--- src/rtl/cipher_frame_ctrl_pkg.sv ---
// Shared definitions for the cipher frame controller: FSM encoding, pipeline
// depth, byte/count widths and the keystream step used by the stream cipher.
package cipher_frame_ctrl_pkg;

    localparam int BYTE_W   = 8;
    localparam int PIPE_LAT = 2;
    localparam int CNT_W    = 9;

    localparam logic [1:0] ST_IDLE   = 2'd0;
    localparam logic [1:0] ST_SEED   = 2'd1;
    localparam logic [1:0] ST_STREAM = 2'd2;
    localparam logic [1:0] ST_DRAIN  = 2'd3;

    // Keystream advances as an 8-bit LCG (odd increment, mult = 1 mod 4): full
    // period of 256, so no seed value locks the stream.
    localparam logic [BYTE_W-1:0] KS_MUL = 8'd5;
    localparam logic [BYTE_W-1:0] KS_INC = 8'h3B;

    function automatic logic [BYTE_W-1:0] ks_next(input logic [BYTE_W-1:0] ks);
        return ks * KS_MUL + KS_INC;
    endfunction

    function automatic logic [CNT_W-1:0] frame_len(input logic [BYTE_W-1:0] len);
        return (len == '0) ? CNT_W'(256) : CNT_W'(len);
    endfunction

endpackage

--- src/rtl/cipher_frame_ctrl_stream_cipher.sv ---
// Byte stream cipher: XORs each enabled byte with the current keystream byte
// and registers the result; the keystream advances only on enabled bytes.
module stream_cipher
    import cipher_frame_ctrl_pkg::*;
(
    input  logic              clk,
    input  logic              rst_n,
    input  logic              load_seed,
    input  logic [BYTE_W-1:0] seed_in,
    input  logic              encrypt_en,
    input  logic [BYTE_W-1:0] data_in,
    output logic [BYTE_W-1:0] data_out
);

    logic [BYTE_W-1:0] ks_q, ks_d;
    logic [BYTE_W-1:0] dout_q, dout_d;

    always_comb begin
        // NOTE: every always_comb output gets a default first so no path infers a latch.
        ks_d   = ks_q;
        dout_d = dout_q;
        if (load_seed) begin
            ks_d = seed_in;
        end else if (encrypt_en) begin
            dout_d = data_in ^ ks_q;
            ks_d   = ks_next(ks_q);
        end
    end

    always_ff @(posedge clk or negedge rst_n) begin
        if (!rst_n) begin
            ks_q   <= '0;
            dout_q <= '0;
        end else begin
            // NOTE: non-blocking updates so all flops sample pre-edge values.
            ks_q   <= ks_d;
            dout_q <= dout_d;
        end
    end

    assign data_out = dout_q;

endmodule

--- src/rtl/cipher_frame_ctrl.sv ---
// Frame controller: accepts a seed/length command, streams that many bytes
// through the stream cipher and emits them two cycles later with a last flag.
module cipher_frame_ctrl
    import cipher_frame_ctrl_pkg::*;
(
    input  logic              clk,
    input  logic              rst_n,
    input  logic              cmd_valid,
    output logic              cmd_ready,
    input  logic [BYTE_W-1:0] cmd_seed,
    input  logic [BYTE_W-1:0] cmd_len,
    input  logic              abort,
    input  logic              in_valid,
    output logic              in_ready,
    input  logic [BYTE_W-1:0] in_data,
    output logic              out_valid,
    output logic [BYTE_W-1:0] out_data,
    output logic              out_last,
    output logic              busy,
    output logic              frame_done
);

    logic [1:0]          state_q, state_d;
    logic [CNT_W-1:0]    cnt_q, cnt_d;
    logic [BYTE_W-1:0]   seed_q, seed_d;
    logic [PIPE_LAT-1:0] vld_q, vld_d;
    logic [PIPE_LAT-1:0] last_q, last_d;
    logic [BYTE_W-1:0]   odata_q, odata_d;
    logic                done_q, done_d;
    logic                alive_q;

    logic                in_fire;
    logic                cmd_fire;
    logic                final_byte;
    logic [BYTE_W-1:0]   cipher_dout;

    // alive_q keeps cmd_ready low until the first edge after reset release.
    assign cmd_ready  = alive_q && (state_q == ST_IDLE);
    assign in_ready   = (state_q == ST_STREAM) && (cnt_q != '0);
    assign busy       = (state_q != ST_IDLE);
    assign in_fire    = in_valid && in_ready;
    assign cmd_fire   = cmd_valid && cmd_ready && !abort;
    assign final_byte = in_fire && (cnt_q == CNT_W'(1));

    assign out_valid  = vld_q[PIPE_LAT-1];
    assign out_last   = last_q[PIPE_LAT-1];
    assign out_data   = odata_q;
    assign frame_done = done_q;

    always_comb begin
        state_d = state_q;
        cnt_d   = cnt_q;
        seed_d  = seed_q;
        done_d  = 1'b0;
        vld_d   = {vld_q[PIPE_LAT-2:0], in_fire};
        last_d  = {last_q[PIPE_LAT-2:0], final_byte};
        odata_d = vld_q[0] ? cipher_dout : odata_q;

        case (state_q)
            ST_IDLE: begin
                if (cmd_fire) begin
                    cnt_d   = frame_len(cmd_len);
                    seed_d  = cmd_seed;
                    state_d = ST_SEED;
                end
            end
            ST_SEED: state_d = ST_STREAM;
            ST_STREAM: begin
                if (in_fire) begin
                    cnt_d = cnt_q - CNT_W'(1);
                    if (final_byte) state_d = ST_DRAIN;
                end
            end
            ST_DRAIN: begin
                if (out_valid && out_last) begin
                    state_d = ST_IDLE;
                    done_d  = 1'b1;
                end
            end
            default: state_d = ST_IDLE;
        endcase

        // Abort drops every in-flight byte so the frame leaves no trace downstream.
        if (abort && (state_q != ST_IDLE)) begin
            state_d = ST_IDLE;
            cnt_d   = '0;
            vld_d   = '0;
            last_d  = '0;
            done_d  = 1'b0;
        end
    end

    always_ff @(posedge clk or negedge rst_n) begin
        if (!rst_n) begin
            state_q <= ST_IDLE;
            cnt_q   <= '0;
            seed_q  <= '0;
            vld_q   <= '0;
            last_q  <= '0;
            odata_q <= '0;
            done_q  <= 1'b0;
            alive_q <= 1'b0;
        end else begin
            state_q <= state_d;
            cnt_q   <= cnt_d;
            seed_q  <= seed_d;
            vld_q   <= vld_d;
            last_q  <= last_d;
            odata_q <= odata_d;
            done_q  <= done_d;
            alive_q <= 1'b1;
        end
    end

    stream_cipher u_cipher (
        .clk        (clk),
        .rst_n      (rst_n),
        .load_seed  (state_q == ST_SEED),
        .seed_in    (seed_q),
        .encrypt_en (in_fire),
        .data_in    (in_data),
        .data_out   (cipher_dout)
    );

    a_last_has_valid: assert property (@(posedge clk) disable iff (!rst_n)
        out_last |-> out_valid);
    a_ready_only_idle: assert property (@(posedge clk) disable iff (!rst_n)
        cmd_ready |-> !busy);
    a_done_one_cycle: assert property (@(posedge clk) disable iff (!rst_n)
        frame_done |=> !frame_done);

endmodule

--- config.mk ---
export PLATFORM = sky130hd
export DESIGN_NAME = cipher_frame_ctrl
export DESIGN_NICKNAME = d
export VERILOG_FILES = /design/src/rtl/cipher_frame_ctrl_pkg.sv /design/src/rtl/cipher_frame_ctrl_stream_cipher.sv /design/src/rtl/cipher_frame_ctrl.sv
export SDC_FILE = /design/constraint.sdc
export NUM_CORES = 1
export LEC_CHECK = 0
export CAP_MARGIN = 40
export CORE_ASPECT_RATIO = 0.7
export CORE_UTILIZATION = 55
export DETAILED_ROUTE_END_ITERATION = 7
export PLACE_DENSITY = 0.82
export SETUP_SLACK_MARGIN = 0.3
export SLEW_MARGIN = 0
export SYNTH_ARGS = -nofsm -noshare
export SYNTH_HDL_FRONTEND = slang
export SYNTH_SLANG_ARGS = --single-unit
--- constraint.sdc ---
create_clock -name clk -period 3.4 [get_ports clk]
set_input_delay 0.68 -clock clk [delete_from_list [all_inputs] [get_ports clk]]
set_output_delay 0.68 -clock clk [all_outputs]
set_load 0.005 [all_outputs]
* After elaboration in Yosys (flattened, before gate mapping)
Cells that the tools add are included.
** Storage, ports and cells
- Input bits :: 29
- RAM bits :: 0
- Memory bits (read-only) :: 0
- Bits in registers :: 49
- Output and inout bits :: 14
- Memories :: 0
- Latch bits :: 0
- Logic and storage cells :: 60
** Cells by class
- Bitwise operators :: 2
- Order comparisons :: 0
- $mul :: 1
- Div/mod/pow operators :: 0
- Shift-type cells :: 0
- Multiplexer cells :: 18
- Equality and inequality tests :: 8
- Add/sub/neg operators :: 2
- Reduce and logical (&&, ||, !) cells :: 19
** Operators with widths (number)
- $mux 9 :: 4
- $pmux 9 s2 :: 1
- $mux 8 :: 2
- $mux 2 :: 7
- $eq 9x1->1 const B :: 1
- $ne 3x2->1 const B :: 3
- $reduce_bool 9->1 :: 1
- $sub 9x1->9 const B :: 1
- $add 8x6->8 const B :: 1
- $logic_and 1x1->1 :: 8
- $logic_not 8->1 :: 1
- $mul 8x3->8 const B :: 1
- $pmux 2 s4 :: 1
- $xor 8x8->8 :: 1
- $eq 2x2->1 const B :: 2
- $reduce_and 2->1 :: 2
- $reduce_and 4->1 :: 1
- $reduce_bool 2->1 :: 2
- $mux 1 :: 3
- $ne 3x3->1 const B :: 1
- $reduce_and 3->1 :: 1
- $reduce_bool 3->1 :: 1
- $eq 2x1->1 const B :: 1
- $logic_not 2->1 :: 1
- 2 further kinds :: 2

* Depth between registers and ports, before layout
Gate-level depths: netlist of run 1.
- Depth in word-level cells :: 8
- Gate-level depth with buffers :: 9
- Depth with buffers taken out :: 9

* By module
A second synthesis of run 1 with hierarchy kept.
** Unflattened totals
- Cell total of the unflattened synthesis :: 275
- Area total of the unflattened synthesis :: 2824.0 µm²
** Modules (own cells, without submodules)
- cipher_frame_ctrl :: cells an instance 161, instances 1, seq. area each 825.8 µm², area each 1715.4 µm²
- stream_cipher :: cells an instance 114, instances 1, seq. area each 400.4 µm², area each 1108.6 µm²

* Worst setup path after synthesis of run 1
No wires, ideal clock.
- Path kind :: register to register
- From :: reg u_cipher.ks_q[1]
- To :: reg u_cipher.ks_q[7]
- Cell stages (with the launch flop) :: 9
- Path buffers :: 0
- Setup time :: 139 ps
- Setup slack :: 1165 ps
- Arrival time :: 2097 ps
- Period minus slack after synthesis :: 2235 ps
- Required time :: 3261 ps
- Cell sequence :: dfrtp_1 inv_1 fa_1 inv_1 ha_1 or3_1 o221ai_1 xnor2_1 o211ai_1
** Between the ends
- Longest elaborated chain between the ends :: 4
** Ends and longest elaborated chain
- from (decl) :: RTL line cipher_frame_ctrl_stream_cipher.sv:15 : logic [BYTE_W-1:0] ks_q, ks_d;
- from (signal assigned) :: RTL line cipher_frame_ctrl_stream_cipher.sv:36 : ks_q <= ks_d;
- $mul 8x3->8 :: RTL line cipher_frame_ctrl_pkg.sv:20 : return ks * KS_MUL + KS_INC;
- $add 8x6->8 :: RTL line cipher_frame_ctrl_pkg.sv:20
- $mux 8 :: RTL line cipher_frame_ctrl_stream_cipher.sv:24 : end else if (encrypt_en) begin
- $mux 8 :: RTL line cipher_frame_ctrl_stream_cipher.sv:22 : if (load_seed) begin
No other way between the ends. The select of a mux whose other input is x is not followed.
A chain may end at the register's enable or synchronous reset.

* Final worst setup path of run 1
- From :: reg state_q[0]
- To :: out in_ready
** Between the ends
- Longest elaborated chain between the ends :: 2
** Ends and longest elaborated chain
- from (decl) :: RTL line cipher_frame_ctrl.sv:23 : logic [1:0] state_q, state_d;
- from (signal assigned) :: RTL line cipher_frame_ctrl.sv:104 : state_q <= state_d;
- $eq 2x2->1 :: RTL line cipher_frame_ctrl.sv:39 : assign in_ready = (state_q == ST_STREAM) && (cnt_q != '0);
- $logic_and 1x1->1 :: RTL line cipher_frame_ctrl.sv:39
- to (decl) :: RTL line cipher_frame_ctrl.sv:14 : output logic in_ready,
No other way between the ends.

==> flow_summary_export.csv, run 1 <==
group,metric,value,unit
outcome,status,"complete, no violations",
setup_path,crit_required,2.72,ns
sta,finalSetupTns,0,ns
cts,htreeDepth,2,
setup_path,crit_type,"register to primary output",
power_and_ir_drop,swShare,43.0,%
power_and_ir_drop,p_sw,1.31,mW
sta,slew_headroom,50.9,%
cts,clock_sinks,49,
power_and_ir_drop,power.leakage,1.56,nW
setup_path,r2r_slack,0.81,ns
sta,fmaxAchievable,381,MHz
sta,rsz0062_at_grt,"false",
logic_synthesis,async_flop_share,100,%
finish,fillers,406,
placement,gp_congestion,0.946,
finish,nets,379,
logic_synthesis,syn_nets,336,
global_routing,grt_max_degree,26,
routing,routed_via_density,5.76,
setup_path,crit_path_end_kind,"primary output",
global_routing,grt_use_total,26.2,%
power_and_ir_drop,ir_worst_vdd,0.464,mV
cts,cts_tree,"done",
sta,final_max_slew_viol_count,0,
sta,tightest_slew,0.736,ns
finish,layout-drive-gt1-share,8.46,%
global_routing,grt_pass1_vias,2121,
global_routing,grt-ovfl-total,0,
routing,drc,0,
floorplan,rows,21,
global_routing,antenna_found_initial,0,
sta,finalHoldViolCount,0,
cts,cts.path.max_buffers,2,
cts,cts_resized,0,
global_routing,grt_pass1_wl,10800,µm
sta,finalCritPeriodShare,77.2,%
finish,area_growth,20.6,%
sta,setup_viol,0,
finish,final_cell_mix,"dfrtp_1, nand2_1, clkdlybuf4s50_1, inv_1, ha_1",
setup_path,endpoint,"in_ready",
routing,postRouteAntennaNets,0,
logic_synthesis,yosys_warnings,0,
power_and_ir_drop,intPower,1.74,mW
routing,via_count,2302,
logic_synthesis,synth_seq_cells,49,
floorplan,die_w,88.2,µm
cts,cts.hold.buffers_added,0,
cts,clk_latency,0.31,ns
setup_path,startpoint_type,"register",
setup_path,worst_r2r_endpoint,"cnt_q[6]",
power_and_ir_drop,clock_power_share,11.3,%
placement,hpwl,5180,µm
setup_path,arrival,1.94,ns
floorplan,fp.coreArea,4890,µm²
floorplan,die_area,5500,µm²
logic_synthesis,avgSynthCellArea,9.97,µm²
floorplan,start_util,58.5,%
placement,io_buffers,42,
routing,drtPass1Iterations,4,
routing,wl_per_cell,16.5,µm
routing,finalWirelength,6610,µm
cts,clkSlewWorstSetupHoldPaths,0.09,ns
cts,cts_made_buffers,5,
logic_synthesis,synthesis.area,2860,µm²
sta,fin_skew,0.00856,ns
floorplan,die_h,62.3,µm
power_and_ir_drop,p_comb_share,54.8,%
routing,drt-initial-drc-count,260,
worst_hold_path,hold_class,"input pin to async pin",
sta,fin_crit,2.62,ns
setup_path,startpoint,"state_q[0]",
run,cap_violations,0,
logic_synthesis,ys_types,59,
placement,pre_cts_ws,0.556,ns
logic_synthesis,ys.flop_type,"dfrtp_1",
logic_synthesis,ys_seq_area_share,42.9,%
floorplan,io_pins,43,
finish,antennaDiodeCount,0,
logic_synthesis,syn_inst,287,
power_and_ir_drop,p_seq_share,33.9,%
finish,layout_commonest_cell,"dfrtp_1",
setup_path,rr_worst_depth,6,
setup_path,cp_max_fo,8,
setup_path,r2r-start,"state_q[0]",
cts,clock-root-buffer,"clkbuf_8",
logic_synthesis,synth_edf_count,0,
sta,layout_setup_ws,0.776,ns
power_and_ir_drop,p_per_area,886,nW/µm²
cts,postCtsSetupRepairBufs,0,
cells in the mapped netlist (5+ instances only):
master     n  share of area [%]
o21ai_1    5               0.87
xnor2_1   15                4.6
o211ai_1   6                1.6
and2_1     5                1.1
or3_1      5                1.1
nor2_1    12                1.6
dfrtp_1   49                 43
clkbuf_1   6               0.79
nand2_1   45                5.9
mux2_2     8                3.1
nand3_1    6                1.0
inv_1     20                2.6
o21ai_0   11                1.9
ha_1      16                7.0
layer usage:
| metal | track usage [%] | up-vias | part of all wire, % |
|---|---|---|---|
| met5 | 0 | - | 0 |
| met2 | 34.6 | 89 | 42 |
| met4 | 7.66 | 0 | 0.95 |
| met1 | 41.1 | 1093 | 48 |
| met3 | 7.45 | 6 | 8.9 |
| li1 | - | 1114 | - |
flip-flops by register name, summed over array words and instances, names as in the netlist:
signal and flops:
state_q 2, seed_q 8, alive_q 1, frame_done 1, last_q 2, out_data 8, vld_q 2, u_cipher.ks_q 8
u_cipher.data_out 8, cnt_q 9
worst min path at each step:
stage | startpoint | endpoint
after floorplan | rst_n | alive_q
after global placement | last_q[0] | last_q[1]
after detailed placement | last_q[0] | last_q[1]
after CTS | rst_n | out_data[4]
after global routing | rst_n | state_q[0]
final | rst_n | out_data[4]
worst max-delay path, stage by stage (launching register included):
cell and delay (ns):
dfrtp_1 0.42, inv_1 0.15, ha_1 0.19, inv_1 0.17
a31oi_1 0.19, clkdlybuf4s50_1 0.52
area by class of cell:
class / instances / area, µm² / area share, %
clock buffer: 6 / 72.6 / 2.10
sequential: 49 / 1230 / 35.5
tap: 69 / 86.3 / 2.50
clock inverter: 2 / 13.8 / 0.399
inverter: 20 / 75.1 / 2.18
multi-input combinational: 208 / 1510 / 43.8
timing repair buffer: 46 / 465 / 13.5
cells by family after synthesis:
kind of cell	share of synthesized area, %
other cells	0.131
xor+xnor	4.90
compound gates	15.7
fa+ha+maj	9.80
simple gates	17.8
mux	4.55
flops	42.9
buf+inv	4.29
per-stage QoR:
step | total power, mW | instances | util [%] | instance area, µm² | hold slack, ns
global placement | 2.65 | 391 | 68.3 | 3340 | 0.438
finish | 3.06 | 400 | 70.6 | 3450 | 0.372
floorplan | 2.23 | 287 | - | 2860 | 0.384
global route | 3.32 | 400 | 70.6 | 3450 | 0.408
CTS | 3.05 | 400 | 70.6 | 3450 | 0.383
detailed placement | 2.70 | 392 | 68.8 | 3360 | 0.450
power groups by stage:
stage	registers (mW)	logic [mW]	clock network, mW
after global placement	1.03	1.62	0
after global routing	1.06	1.89	0.369
final	1.04	1.67	0.347
after detailed placement	1.05	1.65	0
after floorplan	0.967	1.26	0
after CTS	1.03	1.67	0.352
Note: power is estimated with default switching activity, not from simulation.
==> inputs of run 2 (changes only) <==
--- a/config.mk
+++ b/config.mk
@@ -7,9 +7,9 @@
 export LEC_CHECK = 0
 export CAP_MARGIN = 40
 export CORE_ASPECT_RATIO = 0.7
-export CORE_UTILIZATION = 55
+export CORE_UTILIZATION = 49
 export DETAILED_ROUTE_END_ITERATION = 7
-export PLACE_DENSITY = 0.82
+export PLACE_DENSITY = 0.77
 export SETUP_SLACK_MARGIN = 0.3
 export SLEW_MARGIN = 0
 export SYNTH_ARGS = -nofsm -noshare
==> constraint.sdc (replaced) <==
create_clock -name clk -period 2.18 [get_ports clk]
set_input_delay 0.436 -clock clk [delete_from_list [all_inputs] [get_ports clk]]
set_output_delay 0.436 -clock clk [all_outputs]
set_load 0.005 [all_outputs]
==> flow_summary_export.csv, run 2 (synthesis results as in run 1) <==
group,metric,value,unit
routing,drtPass1Iterations,5,
floorplan,rows,22,
cts,clock_sinks,49,
floorplan,start_util,52.7,%
placement,io_buffers,42,
floorplan,io_pins,43,
power_and_ir_drop,total_power,6.72,mW
setup_path,arrival,2.38,ns
floorplan,die_w,93.3,µm
routing,drt-initial-drc-count,233,
sta,setup_viol,0,
finish,fin_cells,461,
cts,htreeDepth,2,
finish,layout-drive-gt1-share,36.0,%
placement,placed_area,3650,µm²
placement,pre_cts_ws,-0.00909,ns
finish,layout_commonest_cell,"buf_4",
cts,cts.hold.buffers_added,0,
finish,final_cell_mix,"buf_4, nand2_1, dfrtp_1, clkdlybuf4s50_1",
power_and_ir_drop,swShare,42.5,%
power_and_ir_drop,power.leakage,1.89,nW
setup_path,crit_type,"register to register",
cts,cts_tree,"done",
sta,finalHoldViolCount,0,
setup_path,cp_max_fo,3,
setup_path,cp_slowest_stage_delay,0.42,ns
sta,worst_hold_slack,0.220,ns
power_and_ir_drop,p_comb_share,68.8,%
power_and_ir_drop,p_seq_share,22.9,%
global_routing,grt-ovfl-total,0,
cts,clkSlewWorstSetupHoldPaths,0.09,ns
global_routing,grt_pass1_wl,12800,µm
global_routing,grt_pass1_vias,2553,
global_routing,grt_max_degree,50,
power_and_ir_drop,ir_worst_vdd,0.718,mV
sta,slew_headroom,57.4,%
routing,drc,0,
finish,fillers,345,
setup_path,crit_path_end_kind,"register",
sta,rsz0062_at_grt,"true",
routing,routed_via_density,5.84,
setup_path,crit_slowest_cell,"dfrtp_2",
sta,fin_skew,0.0108,ns
setup_path,crit_chain,"buf_4 > fa_1 > inv_1 > ha_4 > and3b_2 > o21ai_1 > nor4b_1 > a311o_1",
power_and_ir_drop,clock_power_share,8.3,%
global_routing,antenna_found_initial,0,
power_and_ir_drop,p_sw,2.85,mW
sta,tightest_slew,0.639,ns
cts,cts_made_buffers,5,
finish,antennaDiodeCount,0,
setup_path,startpoint_type,"register",
finish,nets,437,
floorplan,die_h,65.9,µm
floorplan,die_area,6150,µm²
sta,fmaxAchievable,470,MHz
sta,final_max_slew_viol_count,0,
sta,finalCritPeriodShare,97.7,%
finish,area_growth,48.5,%
cts,clock-root-buffer,"clkbuf_8",
global_routing,grt_use_total,27.8,%
finish,final_cell_area,4250,µm²
power_and_ir_drop,p_per_area,1580,nW/µm²
outcome,status,"complete, no violations",
cts,clk_latency,0.31,ns
setup_path,critPathTopFamily,"adder cells",
routing,via_count,2691,
placement,hpwl,5520,µm
sta,fin_crit,2.13,ns
setup_path,crit_required,2.43,ns
cts,cts.path.max_buffers,2,
routing,postRouteAntennaNets,0,
power_and_ir_drop,intPower,3.86,mW
finish,largest_reg_flops,9,
floorplan,fp.coreArea,5420,µm²
run,cap_violations,0,
setup_path,critPathBufInv,2,
placement,gp_congestion,0.937,
finish,max_flop_register,"cnt_q",
worst_hold_path,hold_class,"input pin to async pin",
routing,finalWirelength,8470,µm
sta,layout_setup_ws,0.0512,ns
routing,wl_per_cell,18.4,µm
placement,placedCellCount,425,
-- run 2: path summary, 6_finish.rpt --
kind | from | end | slack [ns] | depth (start not counted)
worst max-delay path | u_cipher.ks_q[1] | u_cipher.ks_q[5] | 0.05 | 8
worst min-delay path | rst_n | out_data[6] | 0.22 | 2
worst max register to register | u_cipher.ks_q[1] | u_cipher.ks_q[5] | 0.05 | 8
worst min register to register | last_q[0] | last_q[1] | 0.46 | 1
max in group asynchronous | rst_n | cnt_q[2] | 1.49 | 2
min in group clk | last_q[0] | last_q[1] | 0.46 | 1
-- run 2: routing by layer --
metal	vias up	track usage [%]	part of all wire, %
met5	-	0	0
met4	0	6.35	1.4
met3	17	7.13	8.9
met2	152	40.7	44
met1	1296	41.1	46
li1	1226	-	-
-- run 2: cell type report --
type                            instances  area (µm²)  area share (%)
Clock buffer                            5        68.8            1.62
Inverter                               20        77.6            1.83
Timing Repair Buffer                  104         956            22.5
Multi-Input combinational cell        208        1800            42.3
Clock inverter                          3        22.5           0.530
Tap cell                               72        90.1            2.12
Sequential cell                        49        1230            29.1
-- run 2: power by group through the flow --
stage | logic [mW] | clock network [mW] | registers (mW)
4_1_cts | 3.86 | 0.567 | 1.52
3_3_place_gp | 3.17 | 0 | 1.56
2_1_floorplan | 2.18 | 0 | 1.51
3_5_place_dp | 3.23 | 0 | 1.58
5_1_grt | 4.98 | 0.609 | 1.58
6_report | 4.62 | 0.558 | 1.54
-- run 2: what timing repair did --
item	CTS	global route
setup endpoints to repair	30	30
buffers inserted	22	6
resized for setup	40	37
pin swaps	22	20
-- run 2: through the flow --
stage	utilization (%)	setup TNS, ns
2_1_floorplan	-	0
3_3_place_gp	67.4	0
3_5_place_dp	67.4	-0.00909
4_1_cts	74.5	0
5_1_grt	78.3	-0.0923
6_report	78.3	0
